===== config.mk =====
export PLATFORM = sky130hd
export DESIGN_NAME = pipe_hazard_ctrl
export DESIGN_NICKNAME = d
export VERILOG_FILES = /design/src/rtl/pipe_hazard_ctrl.sv
export SDC_FILE = /design/constraint.sdc
export NUM_CORES = 1
export LEC_CHECK = 0
export CAP_MARGIN = 5
export CORE_MARGIN = 2
export CORE_UTILIZATION = 55
export CTS_CLUSTER_DIAMETER = 200
export DETAILED_ROUTE_END_ITERATION = 7
export DONT_BUFFER_PORTS = 1
export PLACE_DENSITY = 0.71
export SYNTH_ARGS = -nofsm -noshare
export SYNTH_HDL_FRONTEND = slang
export SYNTH_SLANG_ARGS = --single-unit

===== constraint.sdc =====
create_clock -name clk -period 1.9 [get_ports clk]
set_input_delay 0.19 -clock clk [delete_from_list [all_inputs] [get_ports clk]]
set_output_delay 0.19 -clock clk [all_outputs]
set_load 0.1 [all_outputs]

===== src/rtl/pipe_hazard_ctrl.sv =====
// Back-end pipeline tracker with RAW hazard detection, decode stall and EX forwarding selects.
// Optional macro HAZARD_FWD_EN enables forwarding; without it every in-flight RAW match stalls.
module pipe_hazard_ctrl #(
  parameter int STAGES     = 3,
  parameter int REG_W      = 5,
  parameter int LOAD_READY = 3,
  parameter int CNT_W      = 16,
  localparam int SEL_W     = $clog2(STAGES + 1)
) (
  input  logic              clk,
  input  logic              rst,
  input  logic              id_valid,
  input  logic [REG_W-1:0]  id_a_reg,
  input  logic [REG_W-1:0]  id_b_reg,
  input  logic              id_a_used,
  input  logic              id_b_used,
  input  logic              id_wb_en,
  input  logic [REG_W-1:0]  id_wb_reg,
  input  logic              id_is_load,
  input  logic              ext_stall,
  input  logic              flush,
  output logic              stall_id,
  output logic [SEL_W-1:0]  ex_fwd_a_sel,
  output logic [SEL_W-1:0]  ex_fwd_b_sel,
  output logic [STAGES-1:0] stage_valid,
  output logic              wb_en,
  output logic [REG_W-1:0]  wb_reg,
  output logic [CNT_W-1:0]  stall_cnt
);

`ifdef HAZARD_FWD_EN
  localparam bit FWD_EN = 1'b1;
`else
  localparam bit FWD_EN = 1'b0;
`endif

  // Per-stage entry, index k holds stage k+1 (index 0 = EX, STAGES-1 = WB).
  logic [STAGES-1:0]            vld_pk;
  logic [STAGES-1:0]            wbe_pk;
  logic [STAGES-1:0][REG_W-1:0] dst_pk;
  // The WB entry is never compared, so its load flag is not kept.
  logic [STAGES-2:0]            ld_pk;

  logic [SEL_W-1:0] sel_a_p1, sel_b_p1;
  logic [CNT_W-1:0] cnt_q;

  logic             hit_a, hit_b, load_a, load_b;
  logic [SEL_W-1:0] stg_a, stg_b;
  logic             stall_a, stall_b;
  logic [SEL_W-1:0] sel_a_p0, sel_b_p0;
  logic             hazard, stall_hz, accept;

  function automatic logic needs_stall(input logic hit, input logic load,
                                       input logic [SEL_W-1:0] stg);
    needs_stall = hit && (!FWD_EN || (load && (int'(stg) + 1 < LOAD_READY)));
  endfunction

  function automatic logic [SEL_W-1:0] fwd_sel(input logic hit, input logic stall,
                                               input logic [SEL_W-1:0] stg);
    fwd_sel = (hit && !stall) ? stg + SEL_W'(1) : '0;
  endfunction

  function automatic logic [CNT_W-1:0] sat_inc(input logic [CNT_W-1:0] c);
    sat_inc = (&c) ? c : c + CNT_W'(1);
  endfunction

  // ---- ID stage: compare sources against stages 1..STAGES-1 ----
  // Scan from oldest to youngest so the youngest matching producer wins.
  always_comb begin
    hit_a  = 1'b0;
    hit_b  = 1'b0;
    load_a = 1'b0;
    load_b = 1'b0;
    stg_a  = '0;
    stg_b  = '0;
    for (int k = STAGES - 2; k >= 0; k--) begin
      if (id_a_used && (id_a_reg != '0) && vld_pk[k] && wbe_pk[k] && (dst_pk[k] == id_a_reg)) begin
        hit_a  = 1'b1;
        load_a = ld_pk[k];
        stg_a  = SEL_W'(k + 1);
      end
      if (id_b_used && (id_b_reg != '0) && vld_pk[k] && wbe_pk[k] && (dst_pk[k] == id_b_reg)) begin
        hit_b  = 1'b1;
        load_b = ld_pk[k];
        stg_b  = SEL_W'(k + 1);
      end
    end
  end

  // The producer advances one stage by the time the consumer reaches EX, hence stage+1.
  assign stall_a  = needs_stall(hit_a, load_a, stg_a);
  assign stall_b  = needs_stall(hit_b, load_b, stg_b);
  assign sel_a_p0 = fwd_sel(hit_a, stall_a, stg_a);
  assign sel_b_p0 = fwd_sel(hit_b, stall_b, stg_b);

  assign hazard   = id_valid && (stall_a || stall_b);
  assign stall_hz = hazard && !flush;
  assign accept   = id_valid && !flush && !hazard;
  assign stall_id = stall_hz || ext_stall;

  // ---- ID -> EX boundary and back-end shift ----
  always_ff @(posedge clk or posedge rst) begin
    if (rst) begin
      vld_pk   <= '0;
      wbe_pk   <= '0;
      dst_pk   <= '0;
      ld_pk    <= '0;
      sel_a_p1 <= '0;
      sel_b_p1 <= '0;
      cnt_q    <= '0;
    end else if (!ext_stall) begin
      for (int k = STAGES - 1; k > 0; k--) begin
        vld_pk[k] <= vld_pk[k-1];
        wbe_pk[k] <= wbe_pk[k-1];
        dst_pk[k] <= dst_pk[k-1];
      end
      for (int k = STAGES - 2; k > 0; k--) begin
        ld_pk[k] <= ld_pk[k-1];
      end
      vld_pk[0] <= accept;
      wbe_pk[0] <= accept && id_wb_en;
      dst_pk[0] <= accept ? id_wb_reg : '0;
      ld_pk[0]  <= accept && id_is_load;
      sel_a_p1  <= accept ? sel_a_p0 : '0;
      sel_b_p1  <= accept ? sel_b_p0 : '0;
      if (stall_hz) begin
        cnt_q <= sat_inc(cnt_q);
      end
    end
  end

  // ---- WB stage outputs ----
  assign ex_fwd_a_sel = sel_a_p1;
  assign ex_fwd_b_sel = sel_b_p1;
  assign stage_valid  = vld_pk;
  assign wb_en        = vld_pk[STAGES-1] && wbe_pk[STAGES-1];
  assign wb_reg       = dst_pk[STAGES-1];
  assign stall_cnt    = cnt_q;

endmodule


==> summary.txt, run 1 <==
STA
  • Setup WS post-layout: -0.217 ns
  • Tmin final: 2.12 ns
  • Slew headroom: 44.1%
  • Hold_ws: 0.307 ns
  • Unrepaired setup endpoints after global routing: yes
  • Clock Skew: 0.0115 ns
  • Final hold vios: 0
  • Max-slew violation count: 0
  • Fmax: 472 MHz
  • Worst-Margin Slew: 0.835 ns
  • Final period util: 111%
  • # setup viols final: 23

Setup path
  • Worst EP arrival: 1.93 ns
  • Crit Path Class: reg -> out
  • Worst Setup Start Kind: register
  • Worst Setup SP: dst_pk[9]$_DFFE_PP0N_
  • Crit Reg-Reg Endpoint: stall_cnt[1]$_DFFE_PP0P_
  • Req. time, crit path: 1.71 ns
  • FF-to-FF path depth: 8
  • Crit. End Element: output pin
  • Critical path peak fanout: 4
  • Worst R2R Start: dst_pk[9]$_DFFE_PP0N_
  • Slowest library cell on the worst path: dfrtp_1
  • Worst path cell trace: xor2_1, nor4_2, a22oi_2, o22ai_4, a31o_4, buf_12
  • CP endpoint: stall_id
  • Crit path largest cell delay: 0.44 ns
  • R2R Setup Slk: -0.10 ns

Synth
  • Synth Area in Adders: 0.627%
  • Largest family of logic cells by synthesized area: simple AND/OR/NAND/NOR gates
  • Top post-synthesis cells by area: dfrtp_1 (46%), xor2_1 (8.8%), mux2_2 (7.9%)
  • Synth cell types: 35
  • Yosys Warn Count: 0
  • Top FF cell, synth: dfrtp_1
  • EDFF count, synth: 0
  • Most common cell in the netlist: dfrtp_1
  • Mux cell area share after synthesis: 8.46%
  • Largest area contributor in the netlist: dfrtp_1
  • Cells after synthesis: 165
  • XOR/XNOR share of the synthesized area: 15.4%
  • Post-Syn Area: 2000 µm²
  • Compound-gate portion of the synthesized area: 7.08%
  • Syn avg cell area: 12.1 µm²
  • Simple-Gate Fraction of Synth Area: 16.6%
  • Synth cell count leaders: dfrtp_1 (37), xor2_1 (20), xnor2_1 (15), mux2_2 (14), buf_4 (9)
  • FF+latch count, synth: 37
  • Asr flop ratio synth: 100%
  • Share of Yosys cell area claimed by the top area cell type: 46.4%
  • Sequential fraction of the synthesis area: 46.4%

Final layout
  • Filler cells: 235
  • Final cell count without fillers: 267
  • Synth-to-layout area growth: 29.9%
  • Layout cells sized above 1: 47.1%
  • Max FFs per register: 16
  • Post-route cell area: 2590 µm²
  • Final core utilization: 75.9%
  • Diode count: 0
  • Final net count: 245

Power and ir drop
  • Comb power frac: 23.7%
  • Sequential Power Share: 52.4%
  • Sw frac: 33.0%
  • Net Switching: 539 µW
  • PD cells: 630 nW/µm²
  • Internal power: 1.09 mW
  • Clock power frac: 23.9%
  • Pleak: 1.22 nW
  • Max VDD drop: 0.432 mV

Drt
  • DR vias/cell: 5.33
  • Post-DRT Antenna Nets: 0
  • # DRC: 0
  • Wirelength per Cell: 15.7 µm
  • Detailed Route Iter0 Violations: 50
  • Router iterations before antenna repair: 4
  • Vias after detailed routing: 1423
  • WL final: 4200 µm

Clocking
  • CTS Buffer Depth: 2
  • Clk root buf: clkbuf_4
  • Clk_lat worst skew: 0.34 ns
  • Clock sink count: 37
  • CTS tree: built
  • Htree depth: 2
  • Clk slew on worst S/H paths: 0.11 ns
  • CTS Buf Count: 5

Placement
  • Placed inst area: 2380 µm²
  • DP Wirelength: 3000 µm
  • Number of port buffers: 0
  • RePlAce Congestion: 0.796
  • Pre-CTS setup slack: -0.0585 ns
  • Placed cell count: 243

Global routing
  • GR Layer Usage met1: 31.0%
  • Met3 usage: 7.92%
  • Top Usage Layer GRT: met2
  • Global-route wire length before repair: 7150 µm
  • Number of antenna violations at the first check in global routing: 0
  • GRT Util Overall: 22.5%
  • Grt met2 use: 34.5%
  • Largest net degree at the start of global routing: 38
  • GRT Residual Overflow: 0
  • Vias in the first global route: 1430

Die
  • Die Ht: 64.2 µm
  • Core region area: 3420 µm²
  • Die Wd: 64.2 µm
  • Io pins: 54
  • Row count: 21
  • Starting Density: 58.4%
  • Die area: 4130 µm²

Outcome
  • Failing checks: negative setup slack
  • Status: complete, but fails checks

Run
  • Max_cap viols: 0

Hold path
  • Type of the worst min-delay path: in -> reg
  • Hold path depth: 4
[cell families after synthesis]
logic type               after synthesis
AND/OR/NAND/NOR                       47
flip-flops                            37
XOR/XNOR                              35
multiplexers                          15
buffers and inverters                 15
AO/OA/AOI/OAI                         14
adder cells (fa/ha/maj)                1
other                                  1
[power groups by stage]
stage,Combinational (mW),Sequential (mW),Clock (mW)
after CTS,0.388,0.855,0.405
after floorplan,0.256,0.924,0
after global routing,0.409,0.861,0.445
after global placement,0.351,0.871,0
final,0.388,0.855,0.390
after detailed placement,0.356,0.873,0
[worst min path at each step]
stage,from,end
2_1_floorplan,id_wb_en,wbe_pk[0]$_DFFE_PP0N_
3_3_place_gp,rst,stall_cnt[13]$_DFFE_PP0P_
3_5_place_dp,rst,stall_cnt[13]$_DFFE_PP0P_
4_1_cts,ext_stall,stage_valid[2]$_DFFE_PP0N_
5_1_grt,id_valid,stall_cnt[15]$_DFFE_PP0P_
6_report,id_valid,stall_cnt[15]$_DFFE_PP0P_
[routing by layer]
metal | routed length [µm] | part of all wire, % | vias up
met1 | 1980 | 47 | 690
li1 | - | - | 687
met4 | 43 | 1.0 | 0
met3 | 269 | 6.4 | 6
met2 | 1910 | 45 | 40
met5 | 0 | 0 | -
[stage by stage]
stage	TNS, ns	total power, mW
floorplan	-1.73	1.18
global placement	-0.0109	1.22
detailed placement	-0.383	1.23
CTS	-2.21	1.65
global route	-5.05	1.72
finish	-1.57	1.63
[worst max-delay path: cells and delay by family (launching register included)]
kind,cells,cell delay [ns]
XOR/XNOR,1,0.17
buffers and inverters,1,0.17
AND/OR/NAND/NOR,1,0.30
AO/OA/AOI/OAI,3,0.51
flip-flops,1,0.44
[cell type report]
type	instances	area, µm²	share of cell area, %
clock buffers	8	48.8	1.88
inverters	2	7.51	0.290
multi-input cells	116	1000	38.7
flip-flops and latches	37	960	37.0
well taps	46	57.6	2.22
repair buffers	58	515	19.9
[repair_timing]
action	4_1_cts	5_1_grt
hold buffers	8	1
endpoints found under the hold margin	57	1
setup endpoints to repair	16	24
setup buffers	5	3
pin swaps	10	8
gates resized for setup	2	3
[cell usage in the layout (no fill, tap or decap), drive strengths merged, types with 4 or more instances in the layout]
master       synthesis  layout
buf                 12      49
dfrtp               37      37
xor2                20      20
mux2                15      15
xnor2               15      15
nand3               10      10
dlygate4sd3          0       9
clkbuf               1       8
nor2                 7       7
and3                 7       7
a22o                 6       6
nand4                5       5
nand2                5       5
conb                 1       4
nor4                 4       4
Power figures use the tool's default switching activity.
==> run 2, diff against run 1 <==
==> constraint.sdc (replaced) <==
create_clock -name clk -period 1.9 [get_ports clk]
set_input_delay 0.19 -clock clk [delete_from_list [all_inputs] [get_ports clk]]
set_output_delay 0.19 -clock clk [all_outputs]
set_load 0.05 [all_outputs]
==> run 2 against run 1 <==
The flow still finishes with violations (negative setup slack). Non-clock buffer count fell by 7. Via count is 1.4% higher. Clock skew down 0.0032 ns. Sequential share of layout area is 0.44 points higher. First-iteration DRC count rose to 2.5 times the previous value. Global-route usage down 0.34 points. Worst hold slack got worse by 0.28 ns. Sequential power grew 4.6%. Highest routed layer unchanged.
==> summary.txt, run 2 (same netlist as run 1, synthesis figures left out) <==
Final layout
  • Commonest non-fill, non-tap cell in the layout: buf_4
  • Layout cells sized above 1: 43.2%
  • Max FFs per register: 16
  • Final net count: 238
  • Final cell count without fillers: 259
  • Most frequent cells in the layout: buf_4 (40), dfrtp_1 (29), xor2_1 (20)
  • Synth-to-layout area growth: 25.2%
  • Diode count: 0

Drt
  • WL final: 4260 µm
  • Detailed Route Iter0 Violations: 126
  • Wirelength per Cell: 16.5 µm
  • Vias after detailed routing: 1443
  • # DRC: 0
  • DR vias/cell: 5.57
  • Router iterations before antenna repair: 4
  • Post-DRT Antenna Nets: 0

Global routing
  • GRT Residual Overflow: 0
  • Largest net degree at the start of global routing: 38
  • Number of antenna violations at the first check in global routing: 0
  • GRT Util Overall: 22.2%
  • Vias in the first global route: 1439
  • Global-route wire length before repair: 6940 µm

Setup path
  • Worst R2R Start: dst_pk[9]$_DFFE_PP0N_
  • Worst EP arrival: 1.90 ns
  • Critical path peak fanout: 3
  • R2R Setup Slk: -0.19 ns
  • Req. time, crit path: 1.71 ns
  • FF-to-FF path depth: 8
  • Worst Setup Start Kind: register
  • Crit Path Class: reg -> out
  • Worst Setup SP: dst_pk[9]$_DFFE_PP0N_
  • Crit Reg-Reg Endpoint: stall_cnt[1]$_DFFE_PP0P_
  • Crit. End Element: output pin
  • CP endpoint: stall_id

STA
  • Clock Skew: 0.00831 ns
  • Final hold vios: 0
  • # setup viols final: 22
  • Fmax: 478 MHz
  • Tmin final: 2.09 ns
  • Max-slew violation count: 0
  • Worst-Margin Slew: 0.577 ns
  • Final period util: 110%
  • Setup WS post-layout: -0.191 ns
  • Hold_ws: 0.0304 ns
  • Unrepaired setup endpoints after global routing: yes
  • Slew headroom: 61.4%

Placement
  • Pre-CTS setup slack: -0.0564 ns
  • RePlAce Congestion: 0.945
  • Placed cell count: 231
  • DP Wirelength: 2990 µm
  • Number of port buffers: 0

Die
  • Die Ht: 64.2 µm
  • Starting Density: 58.4%
  • Core region area: 3420 µm²
  • Die area: 4130 µm²
  • Io pins: 54
  • Row count: 21
  • Die Wd: 64.2 µm

Outcome
  • Failing checks: negative setup slack
  • Status: complete, but fails checks

Clocking
  • Clk_lat worst skew: 0.33 ns
  • CTS Buffer Depth: 2
  • CTS tree: built
  • Clk slew on worst S/H paths: 0.11 ns
  • Clk root buf: clkbuf_4
  • Clock sink count: 37
  • CTS Buf Count: 5
  • Htree depth: 2

Run
  • Max_cap viols: 0

Power and ir drop
  • PD cells: 619 nW/µm²
  • Max VDD drop: 0.468 mV
  • Pleak: 1.19 nW

Hold path
  • Type of the worst min-delay path: in -> reg
## run 2: cell count changes in the layout (fill, tap and decap cells not counted), moves of 2 or more
cell / change
dfrtp_1: +7
dfrtp_4: -6
buf_4: -4
clkbuf_1: -3
buf_12: -2
## run 2: critical path: stages, from the launching register on
cell and delay (ns):
dfrtp_1 0.44, xor2_1 0.17, nor4_2 0.29, a22oi_2 0.14, o22ai_4 0.23, a31o_4 0.29
## run 2: routing by layer
layer,up-vias,wire length (µm),GRT usage [%]
li1,669,-,-
met1,719,1840,28.0
met2,45,2100,35.8
met3,10,268,6.87
met4,0,48,8.51
met5,-,0,0
## run 2: area by class of cell
| class | instances | area (µm²) |
|---|---|---|
| Multi-Input combinational cell | 116 | 1010 |
| Sequential cell | 37 | 936 |
| Fill cell | 256 | 917 |
| Timing Repair Buffer | 51 | 430 |
| Tap cell | 46 | 57.6 |
| Clock buffer | 6 | 51.3 |
| Clock inverter | 1 | 7.51 |
| Inverter | 2 | 7.51 |
## run 2: worst min-delay path by stage
stage | from | end | slack (ns) | cells past startpoint
after floorplan | id_wb_en | wbe_pk[0]$_DFFE_PP0N_ | 0.32 | 1
final | ext_stall | wbe_pk[2]$_DFFE_PP0N_ | 0.03 | 1
after global placement | rst | stall_cnt[11]$_DFFE_PP0P_ | 0.21 | 2
after global routing | ext_stall | wbe_pk[2]$_DFFE_PP0N_ | 0.009 | 1
after detailed placement | rst | stall_cnt[10]$_DFFE_PP0P_ | 0.22 | 2
after CTS | ext_stall | wbe_pk[0]$_DFFE_PP0N_ | 0.0007 | 1
## run 2: repair_timing
action                     CTS  global route
resized for setup            2             5
cloned                       0             0
setup endpoints to repair    5            24
hold endpoints to repair    46            12
pin swaps                    5             8
buffers inserted             6             7
hold buffers                 8             1
## run 2: through the flow
step | cell area (µm²) | util [%] | setup TNS, ns | power, mW
final | 2500 | 73.2 | -1.94 | 1.55
after global routing | 2500 | 73.2 | -4.11 | 1.62
after CTS | 2430 | 71.2 | -2.47 | 1.55
after detailed placement | 2240 | 65.5 | -0.0564 | 1.11
after global placement | 2240 | 65.5 | -0.0125 | 1.10
after floorplan | 2030 | - | -0.140 | 1.08
## run 2: where the power goes
group,switching [mW],total (mW),internal (mW)
clock network,0.238,0.412,0.173
registers,0.0706,0.894,0.823
logic,0.134,0.241,0.107
total,0.443,1.55,1.10
==> run 3, diff against run 2 <==
--- a/config.mk
+++ b/config.mk
@@ -11,7 +11,7 @@
 export CTS_CLUSTER_DIAMETER = 200
 export DETAILED_ROUTE_END_ITERATION = 7
 export DONT_BUFFER_PORTS = 1
-export PLACE_DENSITY = 0.71
+export PLACE_DENSITY = 0.68
 export SYNTH_ARGS = -nofsm -noshare
 export SYNTH_HDL_FRONTEND = slang
 export SYNTH_SLANG_ARGS = --single-unit
==> constraint.sdc (replaced) <==
create_clock -name clk -period 2.1 [get_ports clk]
set_input_delay 0.21 -clock clk [delete_from_list [all_inputs] [get_ports clk]]
set_output_delay 0.21 -clock clk [all_outputs]
set_load 0.05 [all_outputs]
==> run 3 against run 2 <==
Non-clock buffer count shrank 11. Critical path depth grew 1. Sequential power shrank 8.2%. Flip-flop and latch count is the same. Largest power group unchanged. Final area shrank 2.8%. Global-route usage grew 0.22 points. The flow still finishes with violations (negative setup slack). Critical path type unchanged. Final cell count shrank 3.9%.
==> summary.txt, run 3 (same netlist as run 1, synthesis figures left out) <==
STA
  • Worst-Margin Slew: 0.726 ns
  • Fmax: 460 MHz
  • Setup WS post-layout: -0.0730 ns
  • Max-slew violation count: 0
  • Hold_ws: 0.273 ns
  • Slew headroom: 51.4%
  • Final hold vios: 0
  • # setup viols final: 1
  • Final period util: 103%
  • Tmin final: 2.17 ns
  • Unrepaired setup endpoints after global routing: yes
  • Clock Skew: 0.0182 ns

Drt
  • Detailed Route Iter0 Violations: 80
  • # DRC: 0
  • DR vias/cell: 5.46
  • Vias after detailed routing: 1360
  • Router iterations before antenna repair: 4
  • Post-DRT Antenna Nets: 0
  • WL final: 4160 µm
  • Wirelength per Cell: 16.7 µm

Global routing
  • Number of antenna violations at the first check in global routing: 0
  • GRT Util Overall: 22.4%
  • Largest net degree at the start of global routing: 38
  • GRT Residual Overflow: 0
  • Vias in the first global route: 1446
  • Global-route wire length before repair: 7030 µm

Die
  • Io pins: 54
  • Core region area: 3420 µm²
  • Die Ht: 64.2 µm
  • Row count: 21
  • Die Wd: 64.2 µm
  • Die area: 4130 µm²
  • Starting Density: 58.4%

Clocking
  • Clk_lat worst skew: 0.35 ns
  • CTS Buf Count: 5
  • Clk root buf: clkbuf_4
  • Htree depth: 2
  • CTS tree: built
  • Clock sink count: 37
  • CTS Buffer Depth: 2
  • Clk slew on worst S/H paths: 0.13 ns

Placement
  • DP Wirelength: 2940 µm
  • Number of port buffers: 0
  • RePlAce Congestion: 0.829

Final layout
  • Layout cells sized above 1: 36.9%
  • Commonest non-fill, non-tap cell in the layout: dfrtp_1
  • Synth-to-layout area growth: 21.7%
  • Most frequent cells in the layout: dfrtp_1 (34), buf_4 (26), xor2_1 (20)
  • Diode count: 0
  • Max FFs per register: 16
  • Final net count: 227

Setup path
  • Req. time, crit path: 1.89 ns
  • Crit. End Element: output pin
  • Worst Setup Start Kind: register
  • Critical path peak fanout: 4
  • Worst EP arrival: 1.96 ns
  • Crit Path Class: reg -> out

Outcome
  • Failing checks: negative setup slack
  • Status: complete, but fails checks

Hold path
  • Type of the worst min-delay path: in -> reg

Power and ir drop
  • PD cells: 574 nW/µm²
  • Pleak: 1.14 nW
  • Max VDD drop: 0.376 mV
  • Power Total: 1.39 mW

Run
  • Max_cap viols: 0
==> run 3: cell count changes in the layout (fill, tap and decap cells not counted), sizes merged <==
cell	change
buf	-13
clkbuf	+1
dlygate4sd3	+1
clkinvlp	+1
==> run 3: repair_timing <==
| item | in CTS | in global routing |
|---|---|---|
| resized for setup | 2 | 7 |
| setup buffers | 5 | 0 |
| setup endpoints to repair | 1 | 23 |
| hold buffers | 9 | 1 |
| cloned | 0 | 1 |
| hold endpoints to repair | 54 | 3 |
| pin swaps | 5 | 9 |
==> run 3: path summary, 6_finish.rpt <==
path	start	end	slack, ns	cells past startpoint
setup / recovery	dst_pk[5]$_DFFE_PP0N_	stall_id	-0.07	6
hold / removal	id_valid	stall_cnt[3]$_DFFE_PP0P_	0.27	4
setup reg to reg	dst_pk[5]$_DFFE_PP0N_	stall_cnt[9]$_DFFE_PP0P_	0.07	8
max in group asynchronous	rst	dst_pk[7]$_DFFE_PP0N_	1.36	3
min in group asynchronous	rst	stall_cnt[11]$_DFFE_PP0P_	0.38	3
hold reg to reg	wbe_pk[2]$_DFFE_PP0N_	wbe_pk[2]$_DFFE_PP0N_	0.54	1
==> run 3: critical path, stage by stage (launching register included) <==
cell and delay [ns]:
dfrtp_2 0.46, xor2_1 0.16, nor4_1 0.33, a22oi_1 0.18, o22ai_4 0.16, a31o_4 0.19
buf_12 0.13
==> run 3: routing by layer <==
metal / global-route usage (%) / wire [µm]
met1: 29.1 / 1840
met2: 35.4 / 2030
met3: 6.51 / 274
met4: 8.78 / 21
met5: 0 / 0
==> run 3: area by class of cell <==
cell class / instances / area, µm²
Tap cell: 46 / 57.6
Fill cell: 263 / 987
Sequential cell: 37 / 930
Timing Repair Buffer: 40 / 375
Clock inverter: 2 / 15.0
Multi-Input combinational cell: 116 / 1000
Clock buffer: 6 / 41.3
Inverter: 2 / 7.51
==> run 3: stage by stage <==
stage / utilization (%) / std cells / TNS [ns] / area (µm²) / worst slack [ns]
2_1_floorplan: - / 168 / 0 / 2010 / 0.0393
3_3_place_gp: 63.8 / 226 / 0 / 2180 / 0.166
3_5_place_dp: 63.8 / 226 / 0 / 2180 / 0.0901
4_1_cts: 69.6 / 248 / -0.105 / 2380 / -0.0818
5_1_grt: 71.1 / 249 / -0.419 / 2430 / -0.176
6_report: 71.1 / 249 / -0.0730 / 2430 / -0.0730
==> run 3: power breakdown <==
group | internal, mW | leakage [nW] | switching (mW)
clock network | 0.131 | 0.0245 | 0.247
registers | 0.745 | 0.501 | 0.0761
logic | 0.0878 | 0.612 | 0.108
total | 0.964 | 1.14 | 0.431
